## src/rtl/trans_counter_bank_pkg.sv

```systemverilog
// Shared types and defaults for the transition-counter bank and its bench.
package trans_counter_bank_pkg;

   typedef enum logic [1:0] {StIdle, StClear, StRead, StDone} state_e;

   localparam int unsigned DefNumCh = 8;
   localparam int unsigned DefCntW  = 32;

   function automatic int unsigned addr_width(input int unsigned n);
      return (n > 1) ? $clog2(n) : 1;
   endfunction

endpackage

```

## src/rtl/trans_cnt_cell.sv

```systemverilog
// One channel: edge detect on sig, saturating transition counter and sticky saturation flag.
module trans_cnt_cell #(
   parameter int unsigned CNT_W = 32
) (
   input  logic             CLK,
   input  logic             RESET_L,
   input  logic             sig,
   input  logic             count_en,
   input  logic             clr,
   output logic [CNT_W-1:0] cnt,
   output logic             sat
);

   logic prev_q;
   logic toggled;

   assign toggled = sig ^ prev_q;

   // prev follows sig unconditionally so a resumed count never sees a stale edge
   always_ff @(posedge CLK) begin
      if (!RESET_L) begin
         prev_q <= sig;
         cnt    <= '0;
         sat    <= 1'b0;
      end else begin
         prev_q <= sig;
         if (clr) begin
            cnt <= '0;
            sat <= 1'b0;
         end else if (count_en && toggled) begin
            if (&cnt) begin
               sat <= 1'b1;
            end else begin
               cnt <= cnt + CNT_W'(1);
            end
         end
      end
   end

endmodule

```

## src/rtl/trans_counter_bank.sv

```systemverilog
// Bank of per-channel transition counters with a clear sweep and a valid/ready readout
// that finishes by reporting the total of all counters.
module trans_counter_bank
   import trans_counter_bank_pkg::*;
#(
   parameter  int unsigned NUM_CH = DefNumCh,
   parameter  int unsigned CNT_W  = DefCntW,
   localparam int unsigned ADDR_W = addr_width(NUM_CH),
   localparam int unsigned SUM_W  = CNT_W + ADDR_W
) (
   input  logic              CLK,
   input  logic              RESET_L,
   input  logic [NUM_CH-1:0] sig_in,
   input  logic              cnt_en,
   input  logic              clr_start,
   input  logic              rd_start,
   input  logic              rd_ready,
   output logic              rd_valid,
   output logic [ADDR_W-1:0] rd_addr,
   output logic [CNT_W-1:0]  rd_data,
   output logic              rd_last,
   output logic              sum_valid,
   output logic [SUM_W-1:0]  sum_out,
   output logic              busy,
   output logic [NUM_CH-1:0] sat_flags
);

   localparam logic [ADDR_W-1:0] LastAddr = ADDR_W'(NUM_CH - 1);

   state_e             state_q;
   logic [ADDR_W-1:0]  addr_q;
   logic [ADDR_W-1:0]  addr_inc;
   logic [SUM_W-1:0]   acc_q;
   logic [SUM_W-1:0]   acc_next;
   logic [CNT_W-1:0]   cnt [NUM_CH];
   logic               count_en;

   assign count_en = (state_q == StIdle) && cnt_en;
   assign addr_inc = addr_q + ADDR_W'(1);
   assign rd_addr  = addr_q;
   assign rd_data  = cnt[addr_q];
   assign acc_next = acc_q + SUM_W'(rd_data);

   for (genvar i = 0; i < NUM_CH; i++) begin : g_cell
      trans_cnt_cell #(
         .CNT_W (CNT_W)
      ) u_cell (
         .CLK      (CLK),
         .RESET_L  (RESET_L),
         .sig      (sig_in[i]),
         .count_en (count_en),
         .clr      ((state_q == StClear) && (addr_q == ADDR_W'(i))),
         .cnt      (cnt[i]),
         .sat      (sat_flags[i])
      );
   end

   always_ff @(posedge CLK) begin
      if (!RESET_L) begin
         state_q   <= StIdle;
         addr_q    <= '0;
         acc_q     <= '0;
         sum_out   <= '0;
         rd_valid  <= 1'b0;
         rd_last   <= 1'b0;
         sum_valid <= 1'b0;
         busy      <= 1'b0;
      end else begin
         sum_valid <= 1'b0;
         unique case (state_q)
            StIdle: begin
               if (clr_start) begin
                  state_q <= StClear;
                  addr_q  <= '0;
                  busy    <= 1'b1;
               end else if (rd_start) begin
                  state_q  <= StRead;
                  addr_q   <= '0;
                  acc_q    <= '0;
                  busy     <= 1'b1;
                  rd_valid <= 1'b1;
                  rd_last  <= (NUM_CH == 1);
               end
            end
            StClear: begin
               if (addr_q == LastAddr) begin
                  state_q <= StIdle;
                  addr_q  <= '0;
                  busy    <= 1'b0;
               end else begin
                  addr_q <= addr_inc;
               end
            end
            StRead: begin
               if (rd_ready) begin
                  acc_q <= acc_next;
                  if (rd_last) begin
                     // sum_out is loaded here so it is already valid during the DONE pulse
                     state_q   <= StDone;
                     rd_valid  <= 1'b0;
                     rd_last   <= 1'b0;
                     sum_out   <= acc_next;
                     sum_valid <= 1'b1;
                  end else begin
                     addr_q  <= addr_inc;
                     rd_last <= (addr_inc == LastAddr);
                  end
               end
            end
            StDone: begin
               state_q <= StIdle;
               addr_q  <= '0;
               busy    <= 1'b0;
            end
            default: state_q <= StIdle;
         endcase
      end
   end

endmodule

```

## config.mk

```make
export PLATFORM = sky130hd
export DESIGN_NAME = trans_counter_bank
export DESIGN_NICKNAME = d
export VERILOG_FILES = /design/src/rtl/trans_counter_bank_pkg.sv /design/src/rtl/trans_cnt_cell.sv /design/src/rtl/trans_counter_bank.sv
export SDC_FILE = /design/constraint.sdc
export NUM_CORES = 1
export LEC_CHECK = 0
export CELL_PAD_IN_SITES_DETAIL_PLACEMENT = 0
export CELL_PAD_IN_SITES_GLOBAL_PLACEMENT = 1
export CORE_ASPECT_RATIO = 0.5
export CORE_MARGIN = 3
export CORE_UTILIZATION = 42
export CTS_BUF_LIST = sky130_fd_sc_hd__clkbuf_16
export DETAILED_ROUTE_END_ITERATION = 10
export PLACE_DENSITY = 0.73
export SETUP_SLACK_MARGIN = 0.05
export SLEW_MARGIN = 15
export SYNTH_ARGS = -nofsm -noshare
export SYNTH_HDL_FRONTEND = slang
export SYNTH_SLANG_ARGS = --single-unit
```

## constraint.sdc

```tcl
create_clock -name CLK -period 4.15 [get_ports CLK]
set_input_delay 0.83 -clock CLK [delete_from_list [all_inputs] [get_ports CLK]]
set_output_delay 0.83 -clock CLK [all_outputs]
set_load 0.005 [all_outputs]
```

* Yosys cells after proc, flatten, opt, wreduce, memory -nomap -nowiden
Cells that the tools add are included.
Storage, ports and cells: output and inout port bits 82, logic and storage cells 172, register bits after elaboration 351, bits of input ports 14
Operators by class: bitwise operators 18, order comparisons 1, equality and inequality tests 18, multiplexer cells 33, add/subtract/negate cells 10, reductions and logical operators 60
Operators with widths (count):
- AND reduction 33 bit | 8
- adder 32 x 1 -> 32 bit (second input constant) | 8
- AND reduction 32 bit | 8
- 2-to-1 mux 35 bit | 3
- binary-select mux 32 bit (select 3 bit) | 1
- one-hot mux 35 bit (2 select lines) | 1
- 2-to-1 mux 32 bit | 2
- adder 35 x 32 -> 35 bit | 1
- logical AND 1 bit | 17
- AND reduction 2 bit | 8
- OR reduction 2 bit | 8
- == test 3 bit (second input constant) | 5
- 2-to-1 mux 3 bit | 5
- one-hot mux 3 bit (4 select lines) | 1
- AND reduction 3 bit | 4
- 2-to-1 mux 1 bit | 11
- 2-to-1 mux 2 bit | 5
- != test 2 bit (second input constant) | 5
- inverter 1 bit | 9
- one-hot mux 2 bit (4 select lines) | 1
- AND reduction 4 bit | 2
- XOR 1 bit | 8
- == test 3 x 2 -> 1 bit (second input constant) | 2
- AND reduction 5 bit | 1
- other kinds (14) | 16

* Longest topological paths before layout
Gate-level depths: netlist of the first run.
depth after elaboration 7, mapped depth 16, gate-level depth less buffers 13

* Modules after synthesis
From an unflattened synthesis of the first run, not the netlist that was laid out.
Second synthesis, totals: cells, all modules 2557, area, all modules 21712.1 sq um
Modules (own cells, without submodules):
- trans_cnt_cell | times used 8, cells each 216, area each 1849.3 sq um
- trans_counter_bank | times used 1, cells each 829, area each 6917.9 sq um

* Worst setup path after synthesis of the first run
No wires, ideal clock.
kind register to register, start register addr_q[1], in the netlist rd_addr[1], end register sum_out[34], data arrival time 4238 ps, clock period less this slack 4370 ps, library setup time 132 ps, data required time 4018 ps, path slack -220 ps, stages on the path, launching flop included 16, cells stage by stage dfxtp_1 buf_1 buf_1 mux4_2 nand2_1 nand2_1 ha_1 fa_1 a21oi_1 o21ai_0 o21ai_1 a211oi_1 o32ai_2 nor2_1 xnor2_1 a21oi_1
On the way: word-level cells in the longest chain between the ends 5
Ends and longest elaborated chain:
- start, declared | line trans_counter_bank.sv:31 | logic [ADDR_W-1:0] addr_q;
- start signal, assigned | line trans_counter_bank.sv:91 | addr_q <= addr_inc;
- start signal, assigned | line trans_counter_bank.sv:105 | addr_q <= addr_inc;
- inverter 3 -> 4 bit (not written as such) | line trans_counter_bank.sv:41 | assign rd_data = cnt[addr_q];
- binary-select mux 32 bit (select 3 bit) | line trans_counter_bank.sv:41
- 2-to-1 mux 32 bit (not written as such) (2 in a row) | line trans_counter_bank.sv:41
- via rd_data[0] | line trans_counter_bank.sv:20 | output logic [CNT_W-1:0] rd_data,
- adder 35 x 32 -> 35 bit | line trans_counter_bank.sv:42 | assign acc_next = acc_q + SUM_W'(rd_data);
- end signal, assigned | line trans_counter_bank.sv:102 | sum_out <= acc_next;
- end, declared | line trans_counter_bank.sv:23 | output logic [SUM_W-1:0] sum_out,
The timed path passes the listed nets, and every way through them passes these cells. The select of a mux whose other input is x is not followed. A chain may end at the register's enable or synchronous reset.

* Worst setup path in the final report of the first run
start register addr_q[1], in the netlist rd_addr[1], end register acc_q[27]
On the way: word-level cells in the longest chain between the ends 7
Ends and longest elaborated chain:
- inverter 3 -> 4 bit (not written as such) | line trans_counter_bank.sv:41
- binary-select mux 32 bit (select 3 bit) | line trans_counter_bank.sv:41
- 2-to-1 mux 32 bit (not written as such) (2 in a row) | line trans_counter_bank.sv:41
- adder 35 x 32 -> 35 bit | line trans_counter_bank.sv:42
- 2-to-1 mux 35 bit | line trans_counter_bank.sv:95 | if (rd_ready) begin
- one-hot mux 35 bit (2 select lines) | line trans_counter_bank.sv:70 | unique case (state_q)
- end signal, assigned | line trans_counter_bank.sv:96 | acc_q <= acc_next;
- end, declared | line trans_counter_bank.sv:33 | logic [SUM_W-1:0] acc_q;
Every way passes these cells. The select of a mux whose other input is x is not followed.

==> metrics.md, run 1 <==
| Metric | Value |
|---|---|
| Outcome | `completed` |
| Routing layer with the top usage in global route | `met2` |
| Largest fanout on the critical path | `8` |
| Final number of max-transition violations | `0` |
| Max rail drop VDD | `roughly 0.22 mV` |
| Met1 layer usage reported by global route | `a little over a third` |
| Maximum level of the CTS H-tree | `2` |
| Maximum operating frequency | `around 250 MHz` |
| Commonest cells in the synthesized netlist | `sky130_fd_sc_hd__dfxtp_1 (351), sky130_fd_sc_hd__nor2_1 (319), sky130_fd_sc_hd__nand2_1 (290), sky130_fd_sc_hd__xor2_1 (134), sky130_fd_sc_hd__nand3_1 (125)` |
| Net count of the mapped netlist | `around 2300` |
| R2R Setup Slk | `between 200 and 250 ps` |
| Routed wire length per instance | `between 15 and 20 um` |
| Number of buffers on the longest clock path | `3` |
| Number of global-route vias before repair | `between 15000 and 20000` |
| TritonCTS clock tree | `done` |
| Routed Antenna Nets | `0` |
| Vias after detailed routing | `about 16000` |
| Syn Std Cell Area | `approximately 19000 sq um` |
| Number of inserted filler cells in the final layout | `~4300` |
| RSZ-0062 raised after global routing | `false` |
| Standard-cell rows | `between 50 and 60` |
| Register bit count reported by yosys | `between 300 and 400` |
| Final GP Congestion | `0.930` |
| Global Route Usage Sum | `around a quarter` |
| Full die area | `around 48000 sq um` |
| First-pass GRT wire length | `approximately 89000 um` |
| Remaining global-route overflow | `0` |
| Chain of cells forming the critical path | `buf_4, mux4_2, nand2_1, nand2_1, ha_1, o21a_1, o21a_1, a221o_1, o211ai_1, nand2_1, a21boi_0, xor2_1, o21ai_0` |
| Cell with the most instances after synthesis | `sky130_fd_sc_hd__dfxtp_1` |
| Area growth from synthesis to final layout | `15.0%` |
| Inserted Clock Buffers | `36` |
| Number of buffers added for setup after CTS | `0` |
| Power density normalized to cell area | `345 nW/um^2` |
| Worst-case hold path end point | `sum_out[20]` |
| Crit Path Category | `reg2reg` |
| Pre-CTS setup slack | `roughly 260 ps` |
| Static leakage power | `approximately 8 nW` |
| CTS clock-pin slew for the worst setup and hold paths | `roughly 70 ps` |
| Most used cell, CP | `sky130_fd_sc_hd__nand2_1` |
| Slew at the pin closest to its max-slew limit | `~860 ps` |
| Cell type with the largest total area after synthesis | `sky130_fd_sc_hd__dfxtp_1` |
| Worst max-slew margin expressed relative to the limit | `42.1%` |
| Synth Area per Inst | `8.50 sq um` |
| Crit path largest cell delay | `500 ps` |
| Cell total after placement | `around 2900` |
| Hold path start | `sum_out[20]` |
| Post-detailed-routing wire length | `roughly 58000 um` |
| Total setup violations reported at the end of the flow | `0` |
| Post-synth ARST share | `0%` |
| Final Hold Violating Endpoints | `0` |
| Share of the synthesized area in the top cell type | `between 30% and 40%` |
| Total Power | `0.00748 W` |
| Min-delay worst type | `reg2reg` |
| Worst-Skew Late Latency | `~550 ps` |
| Met3 GRT Util | `~4.3%` |
| Required arrival time at the worst endpoint | `about 4600 ps` |
| Critical path's slowest cell | `sky130_fd_sc_hd__mux4_2` |
| First-pass iteration count of the detailed router | `5` |
| Ranking of synthesized cells by area | `sky130_fd_sc_hd__dfxtp_1 (37%), sky130_fd_sc_hd__mux4_2 (7.5%), sky130_fd_sc_hd__nor2_1 (6.3%)` |
| Total negative setup slack | `0 ps` |
| Effective utilization at floorplan | `42.9%` |
| Fraction of the yosys area taken by sequential cells | `about 37%` |
| Count of unresolved DRC violations after routing | `0` |
| Met2 global-route usage | `approximately 36%` |
| Number of cells traversed by the worst hold path | `2` |
| Register cell area after layout | `about 7000 sq um` |
| Reg2reg path depth | `13` |
| Clk sink count | `351` |
| Number of antenna violations at the first check in global routing | `1` |
| Post-synth EDFFs | `0` |
| Maximum number of pins on one net before global-route repair | `40` |
| Count of synthesis-stage warnings from yosys | `0` |
| Most used flip-flop cell after synthesis | `sky130_fd_sc_hd__dfxtp_1` |
| Hold bufs inserted after CTS | `0` |
| Post-route worst hold slack | `between 400 and 500 ps` |
| Area of the core | `about 44000 sq um` |
| Part of the cycle the worst path needs | `94.8%` |
| Clock Root Buffer | `sky130_fd_sc_hd__clkbuf_16` |
| Number of standard cells in the layout, taps in and fillers out | `approximately 2900` |
| Cells after Synth | `around 2200` |
| Quantity of I/O buffers inserted on ports | `95` |
| Startpoint types | `flip-flop` |
| Horizontal die dimension | `306 um` |
| Max Cap Violations | `0` |
| Num ports | `96` |
| Number of antenna cells inserted | `0` |
| Arrival time worst endpoint | `4340 ps` |
| Distinct cell type count of the synthesized netlist | `88` |
| Via density per instance | `5.55` |
| Minimum setup slack in the final design | `between 200 and 250 ps` |
| Height of the die | `between 150 and 200 um` |
| Area of the multi-input gates | `~11000 sq um` |
| Crit path time final | `roughly 4000 ps` |
| Violation count after the first detailed-route iteration | `1298` |
| Half-perimeter wire length after detailed placement | `roughly 45000 um` |
| Share of final-layout standard cells stronger than drive strength 1 | `a little under 9%` |
| Maximum clock skew at final layout | `between 15 and 20 ps` |
| Nets | `2373` |
| Setup crit end kind | `flip-flop` |
| Worst r2r src | `rd_addr[1]` |
| Destination of the worst register-to-register timing path | `acc_q[27]` |
==> timing repair <==
item                       in CTS  in global routing
hold endpoints to repair        0                  0
gates resized for setup         0                  1
setup endpoints to repair       0                  5
==> stage by stage <==
stage,utilization [%],area [sq um]
4_1_cts,49.3,21700
5_1_grt,49.3,21700
3_3_place_gp,46.8,20600
6_report,49.3,21700
3_5_place_dp,46.8,20600
2_1_floorplan,-,18900
==> cell families after synthesis <==
logic type	after synthesis	share of synthesized area (%)
buffers and inverters	157	3.51
AOI/OAI and AO/OA	312	10.2
muxes	76	8.29
xor gates and xnor gates	237	11.0
adders and majority gates	51	3.42
DFF	351	37.2
and+or+nand+nor	1038	26.4
==> final cells by class <==
| type | instances | share of cell area (%) |
|---|---|---|
| well taps | 588 | 3.39 |
| clock buffers | 39 | 4.50 |
| repair buffers | 150 | 6.51 |
| clock inverters | 25 | 0.657 |
| flip-flops and latches | 351 | 32.4 |
| multi-input cells | 1714 | 51.6 |
| inverters | 55 | 0.951 |
==> worst max path at each step <==
stage                     from           to  slack, ps  depth (start not counted)
floorplan           rd_addr[0]  sum_out[34]        120                         16
global placement    rd_addr[1]  sum_out[34]        290                         14
detailed placement  rd_addr[1]    acc_q[27]        260                         13
CTS                 rd_addr[1]  sum_out[34]        250                         14
global route        rd_addr[1]    acc_q[27]         50                         13
finish              rd_addr[1]    acc_q[27]        220                         13
==> worst max-delay path: cells and delay by family (launching register included) <==
kind	cells	cell delay, ps
AND/OR/NAND/NOR	3	380
adder cells (fa/ha/maj)	1	370
buffers and inverters	1	220
multiplexers	1	500
flip-flops	1	430
AO/OA/AOI/OAI	6	1700
XOR/XNOR	1	210
==> power by group <==
group | total (W) | switching, W | internal (W) | leakage, nW
registers | 0.00348 | 0.0000586 | 0.00342 | 2.83
clock network | 0.00319 | 0.00144 | 0.00176 | 0.584
logic | 0.000808 | 0.000524 | 0.000284 | 4.36
==> flip-flops by register name, indices dropped and copies added (netlist names) <==
register / cells
sum_valid: 1
rd_addr: 3
rd_last: 1
state_q: 2
busy: 1
g_cell.u_cell.prev_q: 8
rd_valid: 1
g_cell.u_cell.cnt: 256
g_cell.u_cell.sat: 8
acc_q: 35
sum_out: 35
==> cells in the final DEF, fill, tap and decap left out, types with 53 or more instances in the layout <==
master | netlist | routed
sky130_fd_sc_hd__nand4_1 | 62 | 62
sky130_fd_sc_hd__a21oi_1 | 116 | 116
sky130_fd_sc_hd__inv_1 | 54 | 63
sky130_fd_sc_hd__xnor2_1 | 103 | 103
sky130_fd_sc_hd__mux4_2 | 63 | 63
sky130_fd_sc_hd__xor2_1 | 134 | 134
sky130_fd_sc_hd__dfxtp_1 | 351 | 349
sky130_fd_sc_hd__nor2_1 | 319 | 319
sky130_fd_sc_hd__o21ai_0 | 74 | 74
sky130_fd_sc_hd__or3_1 | 53 | 53
sky130_fd_sc_hd__nand3_1 | 125 | 125
sky130_fd_sc_hd__nand2_1 | 290 | 290
sky130_fd_sc_hd__clkdlybuf4s50_1 | 0 | 95
==> metal layers <==
layer	share of wire [%]	routed length, um
met1	49	28400
met2	42	24300
met3	5.9	3400
met4	2.5	1450
met5	0	0
Note: power is estimated with default switching activity, not from simulation.
==> run 2: changes to the inputs <==
--- a/config.mk
+++ b/config.mk
@@ -7,7 +7,7 @@
 export LEC_CHECK = 0
 export CELL_PAD_IN_SITES_DETAIL_PLACEMENT = 0
 export CELL_PAD_IN_SITES_GLOBAL_PLACEMENT = 1
-export CORE_ASPECT_RATIO = 0.5
+export CORE_ASPECT_RATIO = 1.75
 export CORE_MARGIN = 3
 export CORE_UTILIZATION = 42
 export CTS_BUF_LIST = sky130_fd_sc_hd__clkbuf_16
==> metrics.md, run 2 (same netlist as run 1, synthesis figures left out) <==
| Metric | Value |
|---|---|
| Required arrival time at the worst endpoint | `4570 ps (about the same)` |
| RSZ-0062 raised after global routing | `true` |
| Most frequent cells in the layout | `sky130_fd_sc_hd__dfxtp_1 (349), sky130_fd_sc_hd__nor2_1 (319), sky130_fd_sc_hd__nand2_1 (290)` |
| Max Cap Violations | `0 (unchanged)` |
| Area of the core | `44300 sq um (+0.68%)` |
| Crit Path Category | `reg2reg` |
| Nets | `2393 (+0.84%)` |
| Number of antenna violations at the first check in global routing | `0 (-1)` |
| Number of buffers on the longest clock path | `3 (unchanged)` |
| First-pass iteration count of the detailed router | `5 (unchanged)` |
| Startpoint types | `flip-flop` |
| Height of the die | `286 um (+84%)` |
| Part of the cycle the worst path needs | `94.2% (-0.65 points)` |
| Arrival time worst endpoint | `4330 ps (about the same)` |
| Worst max-slew margin expressed relative to the limit | `44.8% (+2.7 points)` |
| Remaining global-route overflow | `0 (unchanged)` |
| Routed wire length per instance | `21.4 um (+8.9%)` |
| Maximum number of pins on one net before global-route repair | `35 (-13%)` |
| Number of antenna cells inserted | `0 (unchanged)` |
| Worst-Skew Late Latency | `540 ps (about the same)` |
| Static leakage power | `7.89 nW (+1.4%)` |
| Maximum clock skew at final layout | `18.5 ps (+1.38 ps)` |
| Clock Root Buffer | `sky130_fd_sc_hd__clkbuf_16` |
| Quantity of I/O buffers inserted on ports | `95 (unchanged)` |
| Power density normalized to cell area | `348 nW/um^2 (+1.1%)` |
| Routed Antenna Nets | `0 (unchanged)` |
| Maximum operating frequency | `256 MHz (+0.69%)` |
| TritonCTS clock tree | `done` |
| First-pass GRT wire length | `96000 um (+8.1%)` |
| Share of final-layout standard cells stronger than drive strength 1 | `9.82% (+0.95 points)` |
| Vias after detailed routing | `16500 (+1.7%)` |
| Most flop-heavy register | `g_cell.u_cell.cnt` |
| Clk sink count | `351 (unchanged)` |
| Via density per instance | `5.64 (+1.6%)` |
| Slew at the pin closest to its max-slew limit | `825 ps (-33.5 ps)` |
| Number of flip-flops in the largest register | `256 (unchanged)` |
| Largest registers ranked by flip-flop count | `g_cell.u_cell.cnt (256), acc_q (35), sum_out (35)` |
| Min-delay worst type | `reg2reg` |
| Count of unresolved DRC violations after routing | `0 (unchanged)` |
| Total negative setup slack | `0 ps (unchanged)` |
| Half-perimeter wire length after detailed placement | `49500 um (+11%)` |
| Horizontal die dimension | `166 um (-46%)` |
| Crit path time final | `3910 ps (-26.9 ps)` |
| Global Route Usage Sum | `25.7% (+1.8 points)` |
| Standard-cell rows | `102 (+89%)` |
| Effective utilization at floorplan | `42.6% (-0.29 points)` |
| Final GP Congestion | `0.909 (-2.3%)` |
| Number of global-route vias before repair | `16600 (+10%)` |
| Inserted Clock Buffers | `38 (+5.6%)` |
| Hold bufs inserted after CTS | `0 (unchanged)` |
| Total setup violations reported at the end of the flow | `0 (unchanged)` |
| Max rail drop VDD | `0.309 mV (+42%)` |
| Post-route worst hold slack | `456 ps (+3.10 ps)` |
| Final number of max-transition violations | `0 (unchanged)` |
| Full die area | `47600 sq um (-0.11%)` |
| Outcome | `completed` |
| CTS clock-pin slew for the worst setup and hold paths | `70 ps (about the same)` |
| Setup crit end kind | `flip-flop` |
| Area growth from synthesis to final layout | `15.7%` |
| Violation count after the first detailed-route iteration | `1000 (-23%)` |
| Final Hold Violating Endpoints | `0 (unchanged)` |
| Num ports | `96 (unchanged)` |
| Post-detailed-routing wire length | `62700 um (+9.0%)` |
| Maximum level of the CTS H-tree | `2 (unchanged)` |
| Most common cell after layout, fill and taps aside | `sky130_fd_sc_hd__dfxtp_1` |
| Largest fanout on the critical path | `17 (+9)` |
run 2: cell types whose count changed in the layout (fill, tap and decap cells not counted), sizes merged:
| cell | change |
|---|---|
| buf | +18 |
| bufinv | +2 |
| clkinvlp | +1 |
| inv | -2 |
run 2: path summary, 6_finish.rpt:
kind | cells past startpoint | slack (ps) | end | startpoint
setup / recovery | 14 | 240 | acc_q[17] | rd_addr[1]
hold / removal | 2 | 460 | sum_out[4] | sum_out[4]
setup reg to reg | 14 | 240 | acc_q[17] | rd_addr[1]
hold reg to reg | 2 | 460 | sum_out[4] | sum_out[4]
run 2: timing repair:
action                     4_1_cts  5_1_grt
setup endpoints to repair        0       13
gates resized for setup          0        4
setup buffers                    0        3
run 2: layer usage:
layer	GRT usage, %	up-vias	wire [um]	part of all wire, %
met1	26.1	7986	22600	36
li1	-	7984	-	-
met2	50.5	395	34000	54
met4	14.6	0	4180	6.7
met5	0	-	0	0
met3	2.71	144	2010	3.2
run 2: cell type report:
cell class                 count  area (sq um)
multi-input combinational   1714         11200
timing repair buffer         168          1520
sequential                   351          7030
fill                        4279         22400
tap                          572           716
inverter                      55           206
clock buffer                  39           976
clock inverter                26           199
run 2: per-stage QoR:
stage	total power [W]	setup WS [ps]	cell area, sq um	instances	util, %
final	0.00761	243	21800	2925	49.3
after global routing	0.00787	47.3	21800	2925	49.3
after CTS	0.00770	145	21800	2922	49.2
after detailed placement	0.00435	197	20600	2857	46.6
after global placement	0.00434	216	20600	2857	46.6
after floorplan	0.00406	116	18900	2222	-
run 2: worst max-delay path, cell delays in order, from the launching register on:
cell                       delay [ps]
sky130_fd_sc_hd__dfxtp_4          430
sky130_fd_sc_hd__buf_12           200
sky130_fd_sc_hd__mux4_2           530
sky130_fd_sc_hd__nand2_1           90
sky130_fd_sc_hd__nand2_1          260
sky130_fd_sc_hd__ha_1             450
sky130_fd_sc_hd__and2_1           210
sky130_fd_sc_hd__o21a_1           110
sky130_fd_sc_hd__a221o_1          420
sky130_fd_sc_hd__a211oi_4         350
sky130_fd_sc_hd__o21ai_0          200
sky130_fd_sc_hd__xor2_1           190
sky130_fd_sc_hd__buf_4            160
sky130_fd_sc_hd__a22oi_1          130
sky130_fd_sc_hd__nor2_1            50
run 2: power by group:
| group | switching, W | internal, W | total [W] | leakage, nW |
|---|---|---|---|---|
| logic | 0.000515 | 0.000273 | 0.000788 | 4.45 |
| registers | 0.0000711 | 0.00342 | 0.00349 | 2.83 |
| clock network | 0.00145 | 0.00189 | 0.00333 | 0.606 |
| total | 0.00203 | 0.00558 | 0.00761 | 7.89 |
==> run 3: changes to the inputs <==
--- a/config.mk
+++ b/config.mk
@@ -8,13 +8,12 @@
 export CELL_PAD_IN_SITES_DETAIL_PLACEMENT = 0
 export CELL_PAD_IN_SITES_GLOBAL_PLACEMENT = 1
 export CORE_ASPECT_RATIO = 1.75
-export CORE_MARGIN = 3
+export CORE_MARGIN = 2
 export CORE_UTILIZATION = 42
 export CTS_BUF_LIST = sky130_fd_sc_hd__clkbuf_16
 export DETAILED_ROUTE_END_ITERATION = 10
 export PLACE_DENSITY = 0.73
 export SETUP_SLACK_MARGIN = 0.05
-export SLEW_MARGIN = 15
 export SYNTH_ARGS = -nofsm -noshare
 export SYNTH_HDL_FRONTEND = slang
 export SYNTH_SLANG_ARGS = --single-unit
==> metrics.md, run 3 (same netlist as run 1, synthesis figures left out) <==
| Metric | Value |
|---|---|
| Outcome | `completed` |
| Min-delay worst type | `reg2reg` |
| Family with the most delay on the worst path | `compound AO/OA/AOI/OAI gates` |
| Number of standard cells in the layout, taps in and fillers out | `2913 (-0.41%)` |
| Most frequent cells in the layout | `sky130_fd_sc_hd__dfxtp_1 (349), sky130_fd_sc_hd__nor2_1 (319), sky130_fd_sc_hd__nand2_1 (290)` |
| Maximum number of pins on one net before global-route repair | `55 (+57%)` |
| R2R Setup Slk | `220 ps (-20 ps)` |
| Worst max-slew margin expressed relative to the limit | `37.3% (-7.5 points)` |
| Global Route Usage Sum | `26.6% (+0.89 points)` |
| Inserted Clock Buffers | `37 (-2.6%)` |
| Routed Antenna Nets | `0 (unchanged)` |
| Share of final-layout standard cells stronger than drive strength 1 | `9.23% (-0.59 points)` |
| Final number of max-transition violations | `0 (unchanged)` |
| Quantity of I/O buffers inserted on ports | `95 (unchanged)` |
| Final GP Congestion | `0.960 (+5.6%)` |
| Number of antenna cells inserted | `0 (unchanged)` |
| Max rail drop VDD | `0.277 mV (-11%)` |
| Number of global-route vias before repair | `16500 (-1.1%)` |
| Remaining global-route overflow | `0 (unchanged)` |
| Arrival time worst endpoint | `4380 ps (+50 ps)` |
| Effective utilization at floorplan | `42.6% (unchanged)` |
| Setup crit end kind | `flip-flop` |
| Chain of cells forming the critical path | `buf_6, mux4_2, nand2_1, nand2_1, ha_1, a21oi_1, o211ai_1, a221o_1, o211ai_1, a2111oi_2, or3_1, a311oi_1` |
| Half-perimeter wire length after detailed placement | `49100 um (-0.86%)` |
| Hold path start | `sum_out[1]` |
| Power density normalized to cell area | `354 nW/um^2 (+1.5%)` |
| Maximum clock skew at final layout | `23.3 ps (+4.77 ps)` |
| CTS clock-pin slew for the worst setup and hold paths | `60 ps (about the same)` |
| Standard-cell rows | `102 (unchanged)` |
| Part of the cycle the worst path needs | `94.7% (+0.57 points)` |
| Critical path's slowest cell | `sky130_fd_sc_hd__mux4_2` |
| Clk sink count | `351 (unchanged)` |
| TritonCTS clock tree | `done` |
| Post-detailed-routing wire length | `62400 um (-0.49%)` |
| Worst r2r src | `rd_addr[1]` |
| Crit path largest cell delay | `500 ps (-30 ps)` |
| Horizontal die dimension | `164 um (-1.2%)` |
| Final Hold Violating Endpoints | `0 (unchanged)` |
| Number of buffers on the longest clock path | `3 (unchanged)` |
| Vias after detailed routing | `16600 (+0.36%)` |
| Number of inserted filler cells in the final layout | `4229 (-1.2%)` |
| Clock Root Buffer | `sky130_fd_sc_hd__clkbuf_16` |
| First-pass iteration count of the detailed router | `5 (unchanged)` |
| Height of the die | `284 um (-0.70%)` |
| Violation count after the first detailed-route iteration | `940 (-6.0%)` |
| Destination of the worst register-to-register timing path | `acc_q[31]` |
| Post-route worst hold slack | `457 ps (+0.173 ps)` |
| Area of the core | `44300 sq um (unchanged)` |
| Number of flip-flops in the largest register | `256 (unchanged)` |
| Crit path time final | `3930 ps (+23.8 ps)` |
| Number of buffers added for setup after CTS | `0 (unchanged)` |
| Static leakage power | `7.85 nW (-0.54%)` |
| Num ports | `96 (unchanged)` |
| Required arrival time at the worst endpoint | `4590 ps (+20 ps)` |
| Maximum level of the CTS H-tree | `2 (unchanged)` |
| Via density per instance | `5.69 (+0.77%)` |
| Number of cells traversed by the worst hold path | `2 (unchanged)` |
| Nets | `2381 (-0.50%)` |
| Full die area | `46700 sq um (-1.9%)` |
| Slew at the pin closest to its max-slew limit | `938 ps (+112 ps)` |
| Worst-Skew Late Latency | `550 ps (about the same)` |
| First-pass GRT wire length | `94600 um (-1.4%)` |
| Area growth from synthesis to final layout | `15.6%` |
| Routed wire length per instance | `21.4 um (about the same)` |
| Count of unresolved DRC violations after routing | `0 (unchanged)` |
| Startpoint types | `flip-flop` |
| Worst-case hold path end point | `sum_out[1]` |
| Most common cell after layout, fill and taps aside | `sky130_fd_sc_hd__dfxtp_1` |
| Total negative setup slack | `0 ps (unchanged)` |
| Largest fanout on the critical path | `10 (-7)` |
| Total setup violations reported at the end of the flow | `0 (unchanged)` |
| Maximum operating frequency | `254 MHz (-0.60%)` |
| Largest registers ranked by flip-flop count | `g_cell.u_cell.cnt (256), acc_q (35), sum_out (35)` |
| Crit path buffers/inverters | `1 (-1)` |
| Reg2reg path depth | `12 (-2)` |
| Crit Path Category | `reg2reg` |
| RSZ-0062 raised after global routing | `true` |
| Cell total after placement | `2848 (-0.32%)` |
| Max Cap Violations | `0 (unchanged)` |
| Number of antenna violations at the first check in global routing | `0 (unchanged)` |
| Final core utilization | `49.3% (-0.051 points)` |
| Most flop-heavy register | `g_cell.u_cell.cnt` |
run 3: power by group:
part           switching (W)  internal (W)  total (W)
Combinational       0.000540      0.000289   0.000829
Sequential         0.0000661       0.00342    0.00348
Clock                0.00144       0.00197    0.00340
Total                0.00204       0.00568    0.00772
run 3: tightest hold or removal path: cells and delay by family (launching register included):
| kind | cells | cell delay (ps) |
|---|---|---|
| AOI/OAI and AO/OA | 1 | 50 |
| DFF | 1 | 310 |
| and+or+nand+nor | 1 | 50 |
run 3: through the flow:
| step | cell area, sq um | setup WS, ps | power (W) |
|---|---|---|---|
| final | 21800 | 219 | 0.00772 |
| after global routing | 21800 | 49.3 | 0.00798 |
| after CTS | 21800 | 149 | 0.00779 |
| after detailed placement | 20600 | 167 | 0.00438 |
| after global placement | 20600 | 219 | 0.00437 |
| after floorplan | 18900 | 116 | 0.00406 |
run 3: how the worst max path moves through the flow:
stage / startpoint / to / cells after the start
finish: rd_addr[1] / acc_q[31] / 12
detailed placement: rd_addr[0] / sum_out[34] / 14
floorplan: rd_addr[0] / sum_out[34] / 16
CTS: rd_addr[0] / sum_out[34] / 14
global placement: rd_addr[0] / sum_out[34] / 14
global route: rd_addr[1] / acc_q[31] / 12
run 3: layout make-up:
| class | count | area (sq um) | area share [%] |
|---|---|---|---|
| multi-input cells | 1714 | 11200 | 51.3 |
| flip-flops and latches | 351 | 7030 | 32.2 |
| repair buffers | 157 | 1470 | 6.75 |
| clock buffers | 38 | 951 | 4.36 |
| well taps | 572 | 716 | 3.28 |
| clock inverters | 26 | 250 | 1.15 |
| inverters | 55 | 206 | 0.946 |
run 3: timing repair:
item / in CTS / in global routing
hold buffers: 0 / 0
setup endpoints to repair: 0 / 18
resized for setup: 0 / 6
run 3: metal layers:
layer  global-route usage [%]  part of all wire [%]  vias to the layer above
li1                         -                     -                     7962
met1                     27.5                    36                     7990
met2                     49.0                    52                      437
met3                     3.05                   3.8                      179
met4                     18.4                   8.0                        0
met5                        0                     0                        -
